$ cat src/rtl/my_32bit1to8_route_reg.sv
// 1-to-8 registered word router with per-lane valid/ack backpressure.
// Optional same-cycle lane refill on ack: define MY_ROUTE_REG_REFILL_EN.
module my_32bit1to8_route_reg (
    input  logic         clock,
    input  logic         reset,
    input  logic         in_valid,
    output logic         in_ready,
    input  logic [31:0]  in_data,
    input  logic [2:0]   select_signal,
    output logic [255:0] out_data,
    output logic [7:0]   out_valid,
    input  logic [7:0]   out_ack,
    output logic [3:0]   occupancy,
    output logic [15:0]  accept_count
);

    localparam logic [0:0] LANE_EMPTY = 1'b0;
    localparam logic [0:0] LANE_FULL  = 1'b1;

    logic [7:0]  state_q;
    logic [7:0]  state_d;
    logic [31:0] data_q [8];
    logic [31:0] data_d [8];
    logic [3:0]  occ_q;
    logic [3:0]  occ_d;
    logic [15:0] cnt_q;
    logic [15:0] cnt_d;

    logic        accept;
    logic [7:0]  hit;
    logic [7:0]  rel;
    logic [3:0]  rel_cnt;

    always_comb begin
`ifdef MY_ROUTE_REG_REFILL_EN
        in_ready = !reset &&
                   ((state_q[select_signal] == LANE_EMPTY) ||
                    out_ack[select_signal]);
`else
        in_ready = !reset &&
                   (state_q[select_signal] == LANE_EMPTY);
`endif
    end

    assign accept = in_valid & in_ready;
    assign hit    = accept ? (8'd1 << select_signal) : 8'd0;
    assign rel    = out_ack & state_q;

    // A write wins over a release so a refill keeps the lane full.
    always_comb begin
        for (int i = 0; i < 8; i++) begin
            state_d[i] = state_q[i];
            data_d[i]  = data_q[i];
            priority case (1'b1)
                hit[i]: begin
                    state_d[i] = LANE_FULL;
                    data_d[i]  = in_data;
                end
                rel[i]: state_d[i] = LANE_EMPTY;
                default: ;
            endcase
        end
    end

    always_comb begin
        rel_cnt = '0;
        for (int i = 0; i < 8; i++) begin
            rel_cnt = rel_cnt + 4'(rel[i]);
        end
    end

    assign occ_d = occ_q + 4'(accept) - rel_cnt;
    assign cnt_d = cnt_q + 16'(accept);

    always_ff @(posedge clock) begin
        if (reset) begin
            state_q <= '0;
            occ_q   <= '0;
            cnt_q   <= '0;
            for (int i = 0; i < 8; i++) begin
                data_q[i] <= '0;
            end
        end else begin
            state_q <= state_d;
            occ_q   <= occ_d;
            cnt_q   <= cnt_d;
            for (int i = 0; i < 8; i++) begin
                data_q[i] <= data_d[i];
            end
        end
    end

    always_comb begin
        out_data = '0;
        for (int i = 0; i < 8; i++) begin
            out_data[32*i +: 32] = data_q[i];
        end
    end

    assign out_valid    = state_q;
    assign occupancy    = occ_q;
    assign accept_count = cnt_q;

endmodule

$ cat config.mk
export PLATFORM = sky130hd
export DESIGN_NAME = my_32bit1to8_route_reg
export DESIGN_NICKNAME = d
export VERILOG_FILES = /design/src/rtl/my_32bit1to8_route_reg.sv
export SDC_FILE = /design/constraint.sdc
export NUM_CORES = 1
export LEC_CHECK = 0
export ABC_AREA = 0
export CORE_MARGIN = 5
export CORE_UTILIZATION = 35
export CTS_CLUSTER_DIAMETER = 50
export DETAILED_ROUTE_END_ITERATION = 7
export GPL_TIMING_DRIVEN = 0
export PLACE_DENSITY = 0.59
export SYNTH_ARGS = -nofsm -noshare
export SYNTH_HDL_FRONTEND = slang
export SYNTH_SLANG_ARGS = --single-unit
export TNS_END_PERCENT = 50
$ cat constraint.sdc
create_clock -name clock -period 5.98 [get_ports clock]
set_input_delay 1.794 -clock clock [delete_from_list [all_inputs] [get_ports clock]]
set_output_delay 1.794 -clock clock [all_outputs]
set_load 0.02 [all_outputs]
* Word-level counts from Yosys, hierarchy flattened
Memories as Yosys holds them, arrays and structs flattened.
Index checks and enable logic that the tools add are counted.
** Word-level totals
- Output and inout bits :: 285
- Bits in registers :: 28
- Word-level logic and storage cells :: 82
- Latch bits :: 0
- Memory bits (writable) :: 256
- Memories kept :: 1
- ROM bits :: 0
** Memory list
- data_q :: words 8, bits a word 32, rd ports 8, clocked after memory_dff 0, wr ports 8, RTL line 22 : logic [31:0] data_q [8];
** Operators by class
- Add/subtract/negate cells :: 10
- Bitwise operators :: 11
- Multipliers :: 0
- Divide/modulo/power cells :: 0
- Equal/unequal tests :: 0
- Multiplexer cells :: 38
- Shift-type cells :: 1
- Reductions and logical operators :: 10
- Order comparisons :: 1
** Operators by type and width (number)
- $mux 32 :: 16
- $add 4x1->4 :: 5
- $mux 1 :: 20
- $add 16x1->16 :: 1
- $reduce_bool 2->1 :: 8
- $and 8x8->8 :: 1
- $mux 8 :: 1
- $or 1x1->1 :: 8
- $shl 1x3->8 const A :: 1
- $add 3x1->4 :: 1
- $lt 3x4->1 const B :: 1
- $sub 4x4->4 :: 1
- $add 2x1->3 :: 1
- $bmux 1 s3 :: 1
- $add 1x1->2 :: 1
- $and 1x1->1 :: 1
- $logic_and 1x1->1 :: 1
- $logic_not 1->1 :: 1
- $not 1->1 :: 1

* Longest topological paths before layout
Gate-level depths: netlist of the first run.
- Depth after elaboration :: 9
- Gate-level depth with buffers :: 14
- Depth with buffers taken out :: 14

* Least setup slack after synthesis of the first run
OpenSTA, ideal clock, no wires.
- Kind :: in2reg
- Start point :: in out_ack[4]
- End point :: reg occ_q[3] (netlist: occupancy[3])
- Data arrival time :: 4594 ps
- Cell stages on the path :: 13
- Buffers on the path :: 0
- Slack :: 1269 ps
- Cells stage by stage :: and2_1 fa_1 fa_1 inv_1 fa_1 inv_1 fa_1 inv_1 ha_1 ha_1 xnor2_1 xnor2_1 nor2_1
** Between the ends
- Longest elaborated chain between the ends :: 6
** Ends and longest elaborated chain
- start: declaration :: RTL line 12 : input logic [7:0] out_ack,
- $and 8x8->8 :: RTL line 47 : assign rel = out_ack & state_q;
- $add 4x1->4 (4 in series) :: RTL line 68 : rel_cnt = rel_cnt + 4'(rel[i]);
- $sub 4x4->4 :: RTL line 72 : assign occ_d = occ_q + 4'(accept) - rel_cnt;
- end signal: assignment :: RTL line 78 : occ_q <= '0;
- end signal: assignment :: RTL line 85 : occ_q <= occ_d;
- end: declaration :: RTL line 24 : logic [3:0] occ_q;
No other way between the ends.
A chain may end at the register's enable or synchronous reset.

* Worst setup path in the final report of the first run
- Start point :: in select_signal[0]
- End point :: out in_ready
** Between the ends
- Longest elaborated chain between the ends :: 4
** Ends and longest elaborated chain
- start: declaration :: RTL line 9 : input logic [2:0] select_signal,
- $bmux 1 s3 :: RTL line 41 : (state_q[select_signal] == LANE_EMPTY);
- $mux 1 (implied by the code) :: RTL line 41
- $not 1->1 :: RTL line 41
- $logic_and 1x1->1 :: RTL line 40 : in_ready = !reset &&
- end: declaration :: RTL line 7 : output logic in_ready,
No other way between the ends. The select of a mux whose other input is x is not followed.

==> results.md, run 1 <==
* GRT Residual Overflow at 0
* Die Span Y at 191.1 um
* Deepest clock path buffer count at 3
* Area Growth Syn to Fin at 41.87%
* Nets at 1,780
* Vias at 12,130
* Int Pwr at 3456 uW
* RSZ-0062 raised after global routing: no
* Routability cong. at 0.8964
* Type of origin of the critical path: primary input
* GRT Overall Usage at 26.15%
* Clock power share at 49.5%
* Crit path DAT at 3.85 ns
* Port Buffers at 296
* Vias in the first global route at 11,380
* CTS tree: done
* Cts bufs inserted at 38
* Root Driver: clkbuf_16
* DRT Wirelength at 50,230 um
* WP data required at 4.19 ns
* First-pass GRT wire length at 72,840 um
* Pins over their slew limit at 0
* Cells after Synth at 1,383
* Post-synth cell types at 37
* Tmin final at 5.640 ns
* Num rows at 66
* Syn Nets at 1,444
* Number of remaining DRC errors at 0
* Die X at 191.1 um
* Final hold viol count at 0
* Outcome: finished, final reports clean
* Layout fillers at 3,157
* Yosys reg bits at 284
* Synth Area per Inst at 8.297 um^2
* # resized after CTS at 0
* Most frequent cells in the layout: clkdlybuf4s50_1 (296), dfxtp_1 (284), a21oi_1 (270)
* Final Setup Violations at 0
* Cell area after layout at 0.01628 mm^2
* Fin util at 50.16%
* Commonest non-fill, non-tap cell in the layout: clkdlybuf4s50_1
* Post-DP Area at 0.01499 mm^2
* Sw power at 1204 uW
* Max Cap Viol at 0
* Synth warn at 0
* Post-synth EDFFs at 0
* Power density over the cells at 286.2 mW/mm^2
* Worst slew pin tran at 1.094 ns
* Antenna diode count at 0
* FF/Latch Area at 0.005685 mm^2
* LEAKAGE at 0.005332 uW
* Initial Util at 35.36%
* Wire per inst at 22.95 um
* HP Class: reg2reg
* Fin Setup TNS at 0 ns
* Post-Syn Area at 0.01147 mm^2
* Worst IR Drop VDD at 0.1882 mV
* DRT iter0 DRCs at 1,028
* Kind of end point of the critical path: output port
* Skew final at 0.009511 ns
* Reg clk slew, reported paths at 0.06 ns
* First-pass DRT Iterations at 5
* # hold bufs at CTS at 0
* # IOs at 331
* Via-per-instance ratio at 5.540
* Max Fanout on Critical Path at 10
* Final worst-path cycle share at 94.31%
* Placeable Area at 0.03245 mm^2
* Post-CTS Setup Bufs at 0
* CTS Sinks at 284
* Most used flip-flop cell after synthesis: dfxtp_1
* Fmax at 177.3 MHz
* Ys async rst share at 0%
* Clock latency on the worst-skew pair at 0.52 ns
* Net Sw Frac at 25.83%
* Sequential power share at 41.6%
* Headroom to the max-slew limit at 26.47%
* Register area share after synthesis at 49.55%
* Critical path class: in2out
* H-tree lvl count at 2
* Area taken by multi-input logic gates at 0.004954 mm^2
* DIE AREA at 0.03651 mm^2
* Layout cells sized above 1 at 8.472%
* Initial antenna violation count at 0
* Largest net degree at the start of global routing at 13
* Final HPWL DP at 36,090 um
* Gate power share at 9.0%
* Final ANT Viol Nets at 0
## area by class of cell
| type | instances | area share (%) |
|---|---|---|
| Inverter | 8 | 0.1845 |
| Clock buffer | 53 | 6.948 |
| Buffer | 178 | 4.950 |
| Clock inverter | 15 | 0.9684 |
| Tap cell | 442 | 3.397 |
| Timing Repair Buffer | 296 | 18.20 |
| Multi-Input combinational cell | 913 | 30.43 |
| Sequential cell | 284 | 34.92 |
## power by group through the flow
| stage | clock [uW] | sequential [uW] | combinational [uW] |
|---|---|---|---|
| 3_5_place_dp | 0 | 1980 | 410 |
| 4_1_cts | 2340 | 1940 | 412 |
| 3_3_place_gp | 0 | 1980 | 409 |
| 5_1_grt | 2410 | 1940 | 443 |
| 2_1_floorplan | 0 | 2010 | 190 |
| 6_report | 2310 | 1940 | 417 |
## per-layer routing
metal	routed length (um)	track usage (%)	part of all wire (%)
met1	21220	35.60	42
met4	1902	9.503	3.8
met2	21910	39.69	44
met3	5203	7.432	10
met5	0	0	0
## worst paths after layout
path | from | depth (start not counted) | end | slack [ns]
setup / recovery | select_signal[0] | 7 | in_ready | 0.34
hold / removal | data_q[0][28] | 2 | data_q[0][28] | 0.47
hold reg to reg | data_q[0][28] | 2 | data_q[0][28] | 0.47
setup reg to reg | out_valid[4] | 13 | occupancy[3] | 2.53
## through the flow
step | std cells | total power (uW) | setup WS [ns] | hold WS [ns]
floorplan | 1383 | 2196 | 1.269 | 0.5539
CTS | 2189 | 4687 | 0.3516 | 0.4747
global placement | 2121 | 2386 | 0.3798 | 0.4611
finish | 2189 | 4659 | 0.3401 | 0.4735
global route | 2189 | 4789 | 0.2415 | 0.4922
detailed placement | 2121 | 2388 | 0.3662 | 0.4659
## cell families after synthesis
| family | synth area share [%] |
|---|---|
| muxes | 0.8396 |
| buffers and inverters | 7.284 |
| xor gates and xnor gates | 0.4580 |
| adders and majority gates | 2.028 |
| AOI/OAI and AO/OA | 23.44 |
| DFF | 49.55 |
| and+or+nand+nor | 16.40 |
## critical path, stage by stage
cell and delay (ns):
clkdlybuf4s50_1 0.49, buf_4 0.17, buf_6 0.18, mux2i_1 0.22
a22oi_1 0.13, a31oi_1 0.19, clkdlybuf4s50_1 0.68
## Yosys cell counts (all sizes together) (6+ instances only)
| library cell | instances | area (um^2) |
|---|---|---|
| dfxtp | 284 | 5685 |
| a21oi | 270 | 1351 |
| o21ai | 259 | 1296 |
| ha | 9 | 112.6 |
| buf | 58 | 340.3 |
| inv | 8 | 30.03 |
| clkbuf | 120 | 465.5 |
| nand3 | 261 | 1316 |
| fa | 6 | 120.1 |
| nor2b | 19 | 118.9 |
| nand2 | 10 | 37.54 |
| nor2 | 18 | 67.56 |
## state kept, by name, indices dropped and copies added (netlist names)
name	flops
data_q	256
out_valid	8
accept_count	16
occupancy	4
(Power assumes the default switching activity.)
==> run 2, diff against run 1 <==
--- a/config.mk
+++ b/config.mk
@@ -11,2 +11,3 @@
 export CTS_CLUSTER_DIAMETER = 50
+export CTS_CLUSTER_SIZE = 8
 export DETAILED_ROUTE_END_ITERATION = 7
--- a/constraint.sdc
+++ b/constraint.sdc
@@ -3,2 +3,2 @@
 set_output_delay 1.794 -clock clock [all_outputs]
-set_load 0.02 [all_outputs]
+set_load 0.1 [all_outputs]
==> run 2 against run 1 <==
  * Critical path depth unchanged
  * Combinational power rose by 39%
  * Design area fell by 0.25%
  * Critical endpoint unchanged
  * Largest power group unchanged
  * Non-clock buffer count did not move
  * Sequential cell count unchanged
==> results.md, run 2 (synthesis gave the netlist of run 1 again) <==
* Outcome: finished, final reports clean
* Max Fanout on Critical Path at 10
* Post-CTS Setup Bufs at 0
* Final HPWL DP at 36,090 um
* Final Setup Violations at 0
* Power density over the cells at 294.0 mW/mm^2
* Deepest clock path buffer count at 3
* Commonest non-fill, non-tap cell in the layout: clkdlybuf4s50_1
* Placeable Area at 0.03245 mm^2
* Skew final at 0.009561 ns
* Most flops, register: data_q
* GR Util met3 at 7.524%
* Tmin final at 5.893 ns
* # resized after CTS at 1
* Worst slew pin tran at 1.130 ns
* # hold bufs at CTS at 0
* Type of origin of the critical path: primary input
* Initial antenna violation count at 0
* Final worst-path cycle share at 98.55%
* Area Growth Syn to Fin at 41.52%
* Clock latency on the worst-skew pair at 0.52 ns
* Critical path class: in2out
* Crit path DAT at 4.10 ns
* Pins over their slew limit at 0
* GRT Overall Usage at 26.24%
* WP data required at 4.19 ns
* Initial Util at 35.36%
* Vias at 12,210
* Via-per-instance ratio at 5.594
* Largest net degree at the start of global routing at 11
* Routability cong. at 0.8964
* DRT iter0 DRCs at 1,214
* Hold_ws at 0.4721 ns
* First-pass GRT wire length at 73,130 um
* Number of remaining DRC errors at 0
* Port Buffers at 296
* RSZ-0062 raised after global routing: no
* HP Class: reg2reg
* Met1 usage at 35.87%
* Kind of end point of the critical path: output port
* # IOs at 331
* DRT Wirelength at 50,410 um
* CTS Sinks at 284
* LEAKAGE at 0.005314 uW
* Most frequent cells in the layout: clkdlybuf4s50_1 (295), dfxtp_1 (284), a21oi_1 (270)
* Fin util at 50.04%
* Final ANT Viol Nets at 0
* First-pass DRT Iterations at 6
* Final hold viol count at 0
* Root Driver: clkbuf_16
* Layout cells sized above 1 at 8.046%
* Reg clk slew, reported paths at 0.05 ns
* Antenna diode count at 0
* Die X at 191.1 um
* DIE AREA at 0.03651 mm^2
* Worst IR Drop VDD at 0.1988 mV
* Fmax at 169.7 MHz
* Nets at 1,787
* Headroom to the max-slew limit at 24.44%
* CTS tree: done
* Gr busiest metal: met2
* Num rows at 66
* GRT Residual Overflow at 0
* Max Cap Viol at 0
* Wire per inst at 23.10 um
* Cts bufs inserted at 45
* Max reg flops at 256
* Vias in the first global route at 11,460
* H-tree lvl count at 2
* Met2 Use GR at 39.85%
* Die Span Y at 191.1 um
## run 2: per-stage QoR
step                cell area, um^2  cells  setup WS (ns)  power (uW)  TNS, ns
finish                        16240   2182        0.08668        4775        0
CTS                           16240   2182         0.1117        4796        0
global route                  16240   2182       0.003335        4913        0
global placement              14990   2121        -0.1514        2549  -0.1514
floorplan                     11470   1383         0.1417        2359        0
detailed placement            14990   2121        -0.1649        2551  -0.1649
## run 2: path summary, 6_finish.rpt
| check | startpoint | to | slack, ns | depth (start not counted) |
|---|---|---|---|---|
| setup / recovery | select_signal[0] | in_ready | 0.09 | 7 |
| setup reg to reg | out_valid[4] | occupancy[3] | 2.53 | 13 |
| hold reg to reg | data_q[1][71] | data_q[1][71] | 0.47 | 2 |
| hold / removal | data_q[1][71] | data_q[1][71] | 0.47 | 2 |
## run 2: cell type report
| cell class | instances | area [um^2] |
|---|---|---|
| inverter | 8 | 30.03 |
| sequential | 284 | 5685 |
| tap | 442 | 553.0 |
| buffer | 178 | 805.8 |
| clock inverter | 4 | 28.78 |
| timing repair buffer | 296 | 2962 |
| fill | 3177 | 16210 |
| clock buffer | 57 | 1221 |
| multi-input combinational | 913 | 4954 |
## run 2: routing by layer
layer  part of all wire (%)  vias to the layer above
met5                      0                        -
li1                       -                     5584
met3                    9.9                      101
met1                     43                     5939
met2                     44                      583
met4                    3.6                        0
## run 2: where the power goes
part | internal [uW] | leakage, uW | switching (uW)
Combinational | 118 | 0.00241 | 463
Sequential | 1920 | 0.00229 | 17.2
Clock | 1400 | 0.000607 | 850
Total | 3440 | 0.00531 | 1330
## run 2: worst max-delay path: stages
cell             delay (ns)
clkdlybuf4s50_1        0.49
buf_4                  0.17
buf_6                  0.18
mux2i_1                0.22
a22oi_1                0.13
a31oi_1                0.18
dlygate4sd2_1          0.92
==> RTL edit 1 (settings of run 1) <==
Build with the macro `MY_ROUTE_REG_REFILL_EN` defined.
--- a/src/rtl/my_32bit1to8_route_reg.sv
+++ b/src/rtl/my_32bit1to8_route_reg.sv
@@ -1,5 +1,7 @@
 // 1-to-8 registered word router with per-lane valid/ack backpressure.
 // Optional same-cycle lane refill on ack: define MY_ROUTE_REG_REFILL_EN.
+`define MY_ROUTE_REG_REFILL_EN
+
 module my_32bit1to8_route_reg (
     input  logic         clock,
     input  logic         reset,
Function: changed (Yosys sat finds a counterexample within 4 cycles, from zero or initial values and one cycle with reset high).
==> RTL edit 1 against run 1 <==
- total power is 4.3% lower
- worst setup slack improved by 99 ps
- synthesized area up 2.3%
- sequential cell count unchanged
- fmax is 1.8% higher
- final area grew 3.0%
- cell count is 13% lower
- die area is 2.1% higher
- non-clock buffer count is 47 lower
- routed wire length is 26% lower
- clock power is 6% lower
- global-route usage fell by 6.9 points
- critical path type unchanged
==> RTL edit 1: results (changes against run 1) <==
final WL=37.0 mm (-26%); vias per cell=4.51 (-19%); top cells by count, synth=nand2b_1 (292), dfxtp_1 (284), mux2i_1 (260), clkbuf_1 (36), buf_1 (34); worst slew pin tran=797 ps (-298 ps); drt initial violations=234 (-77%); vias in the first global route=8,780 (-23%); cell count after synthesis=1,065 (-23%); IO Port Bufs=327 (+10%); Layout Skew=13.2 ps (+3.69 ps); first-pass GRT wire length=54.9 mm (-25%); share of cells above drive strength 1=6.19% (-2.3 points); Synth area leaders=dfxtp_1 (48%), mux2i_1 (22%), nand2b_1 (16%); Detailed Routing Iterations Pass 1=4 (-1); status=finished clean; NumNets Final=1,492 (-16%); worst skew pair latency=490 ps (-30 ps); Worst Path Arrival=3750 ps (-100 ps); Netlist cell types=31 (-16%); cell-internal power=3.45 mW (-0.20%); CP peak stage delay=610 ps (-70 ps); Largest Register=data_q; worst vdd ir=0.000155 V (-18%); Detail Placement HPWL=26.9 mm (-26%); YS warnings=0 (unchanged); register area share after synthesis=48.5% (-1.1 points); total global-route track usage=19.2% (-6.9 points); Layout fillers=3,077 (-2.5%); root buffer cell=clkbuf_16; Static Leak=6.63 nW (+24%); Placer Congestion=0.791 (-12%); cts bufs inserted=36 (-5.3%)
-- RTL edit 1: cell types whose count changed in the layout (fill, tap and decap cells not counted), sizes merged, moves of 9 or more --
cell	run 1	this run
nand2b	1	292
a21oi	270	7
mux2i	4	260
o21ai	259	3
nand3	261	6
clkbuf	173	87
clkdlybuf4s50	296	326
nor2b	19	10
-- RTL edit 1: path summary, 6_finish.rpt --
path | to | startpoint | slack, ps | cells past startpoint
setup reg to reg | occupancy[3]$_SDFF_PP0_ | out_valid[4]$_SDFFE_PP0P_ | 2660 | 13
hold reg to reg | data_q[0][101]$_SDFFE_PP0P_ | data_q[0][101]$_SDFFE_PP0P_ | 470 | 2
hold / removal | data_q[0][101]$_SDFFE_PP0P_ | data_q[0][101]$_SDFFE_PP0P_ | 470 | 2
setup / recovery | in_ready | select_signal[1] | 440 | 6
-- RTL edit 1: power by group through the flow --
stage / Sequential, mW / Clock (mW) / Combinational (mW)
final: 1.94 / 2.16 / 0.358
after global routing: 1.94 / 2.30 / 0.389
after CTS: 1.94 / 2.22 / 0.367
after detailed placement: 1.98 / 0 / 0.365
after global placement: 1.98 / 0 / 0.364
after floorplan: 2.02 / 0 / 0.165
-- RTL edit 1: kinds of logic (layout without fill, tap and decap cells) --
family          count (synthesis)  after routing  synth area share, %
compound gates                 17             17                 1.06
xor+xnor                       14             14                 1.05
fa+ha+maj                      15             15                 1.98
buf+inv                       111            501                 5.66
flops                         284            284                 48.5
mux                           262            262                 22.6
other cells                     0              1                    0
simple gates                  362            362                 19.2
-- RTL edit 1: worst max-delay path: cells and delay by family --
family | cells | cell delay [ps]
buffers and inverters | 3 | 1080
muxes | 1 | 570
and+or+nand+nor | 1 | 160
AOI/OAI and AO/OA | 1 | 140
-- RTL edit 1: repair_timing --
item                       in CTS  in global routing
pin swaps                       1                  0
hold buffers                    0                  0
setup buffers                   1                  0
resized for setup               1                  1
setup endpoints to repair       1                  1
-- RTL edit 1: stage by stage --
stage                     util (%)  TNS, ps  std cells  area, um^2  setup slack (ps)
final                         50.4        0       1904       16800               439
after global routing          50.4        0       1903       16800               292
after CTS                     50.4        0       1903       16800              54.4
after detailed placement      46.8     -339       1840       15600              -339
after global placement        46.8     -380       1840       15600              -380
after floorplan                  -        0       1065       11700               709
-- RTL edit 1: layout make-up --
cell class,count,share of cell area (%)
Multi-Input combinational cell,670,32.1
Clock buffer,51,6.08
Buffer,99,3.70
Antenna cell,1,0.0149
Inverter,12,0.269
Clock inverter,11,0.978
Sequential cell,284,33.9
Tap cell,448,3.34
Timing Repair Buffer,328,19.6
-- RTL edit 1: metal layers --
layer	share of wire, %	GRT usage [%]	vias to the layer above
li1	-	-	4247
met1	43	24.3	4061
met2	47	32.3	234
met3	7.3	5.87	49
met4	2.2	4.82	0
met5	0	0	-
==> RTL edit 2 (flow settings as in run 1) <==
Without the edit above. Put one more register stage on the output `accept_count`, without a reset. The value now appears one clock later. The other outputs are not delayed to match.
--- a/src/rtl/my_32bit1to8_route_reg.sv
+++ b/src/rtl/my_32bit1to8_route_reg.sv
@@ -99,7 +99,9 @@
 
     assign out_valid    = state_q;
     assign occupancy    = occ_q;
-    assign accept_count = cnt_q;
+    always_ff @(posedge clock) begin
+        accept_count <= cnt_q;
+    end
 
 endmodule
 
Function: changed (Yosys sat finds a counterexample within 4 cycles, from zero or initial values and one cycle with reset high).
==> RTL edit 2 against run 1 <==
- clock power up 3%
- synthesized area up 2.5%
- total power rose by 3.1%
- worst setup slack lost 140 ps
- sequential cell count grew 16
- clock skew rose by 3.7 ps
- final area up 2.0%
- via count increased by 0.23%
- routed wire length is 0.21% higher
==> RTL edit 2: results (changes against run 1) <==
register area share after synthesis=51.1% (+1.5 points); vias per cell=5.48 (-1.1%); Compound-Gate Fraction of Synth Area=22.9% (-0.57 points); Post-Layout Cell Count=2,219 (+1.4%); NumNets Final=1,803 (+1.3%); Min-Delay Startpoint=cnt_q[0]$_SDFF_PP0_; Hold Path Stages=0 (-2); power consumption=4.80 mW (+3.1%); syn_nets=1,465 (+1.5%); worst vdd ir=0.000202 V (+7.2%); largest net degree at the start of global routing=14 (+1); status=finished clean; combinational share of power=8.2% (-0.8 points); total global-route track usage=25.4% (-0.72 points); cts bufs inserted=39 (+2.6%); adder-cell share of the synthesized area=1.98% (-0.049 points); Static Leak=5.41 nW (+1.4%); clk pwr=2.37 mW (+3%); drt initial violations=1,167 (+14%); mux cell area share after synthesis=0.819% (-0.020 points); Placer Congestion=0.849 (-5.3%); Post-Synth XOR/XNOR Area=0.447% (-0.011 points); vias in the first global route=11,504 (+1.1%); Worst Path Arrival=3980 ps (+130 ps); Tmin final=5780 ps (+136 ps); worst slew pin tran=863 ps (-232 ps); Detail Placement HPWL=36.3 mm (+0.65%); Net Sw Frac=25.3% (-0.53 points); Netlist cell types=36 (-2.7%); placed cell count=2,149 (+1.3%)
RTL edit 2: cell count changes after synthesis, sizes merged, moves of 4 or more:
cell,run 1,this run
buf,58,50
clkbuf,120,127
dfxtp,284,300
nand2,10,16
nand2b,1,12
nor2b,19,15
nor3b,5,0
or2,0,4
or3b,5,0
RTL edit 2: layer usage:
metal	up-vias	global-route usage, %	part of all wire [%]
met3	107	6.38	8.0
li1	5664	-	-
met5	-	0	0
met1	5852	34.4	44
met2	532	39.7	45
met4	0	8.92	3.8
RTL edit 2: final cells by class:
class / instances / area, um^2
Sequential cell: 300 / 6010
Timing Repair Buffer: 297 / 2970
Tap cell: 448 / 561
Clock inverter: 14 / 151
Multi-Input combinational cell: 917 / 4930
Inverter: 10 / 37.5
Buffer: 177 / 786
Clock buffer: 56 / 1160
Fill cell: 3232 / 16800
RTL edit 2: critical path, stage by stage:
cell,delay (ps)
clkdlybuf4s50_1,470
buf_2,210
buf_2,290
clkbuf_1,490
a41oi_1,130
clkdlybuf4s50_1,580
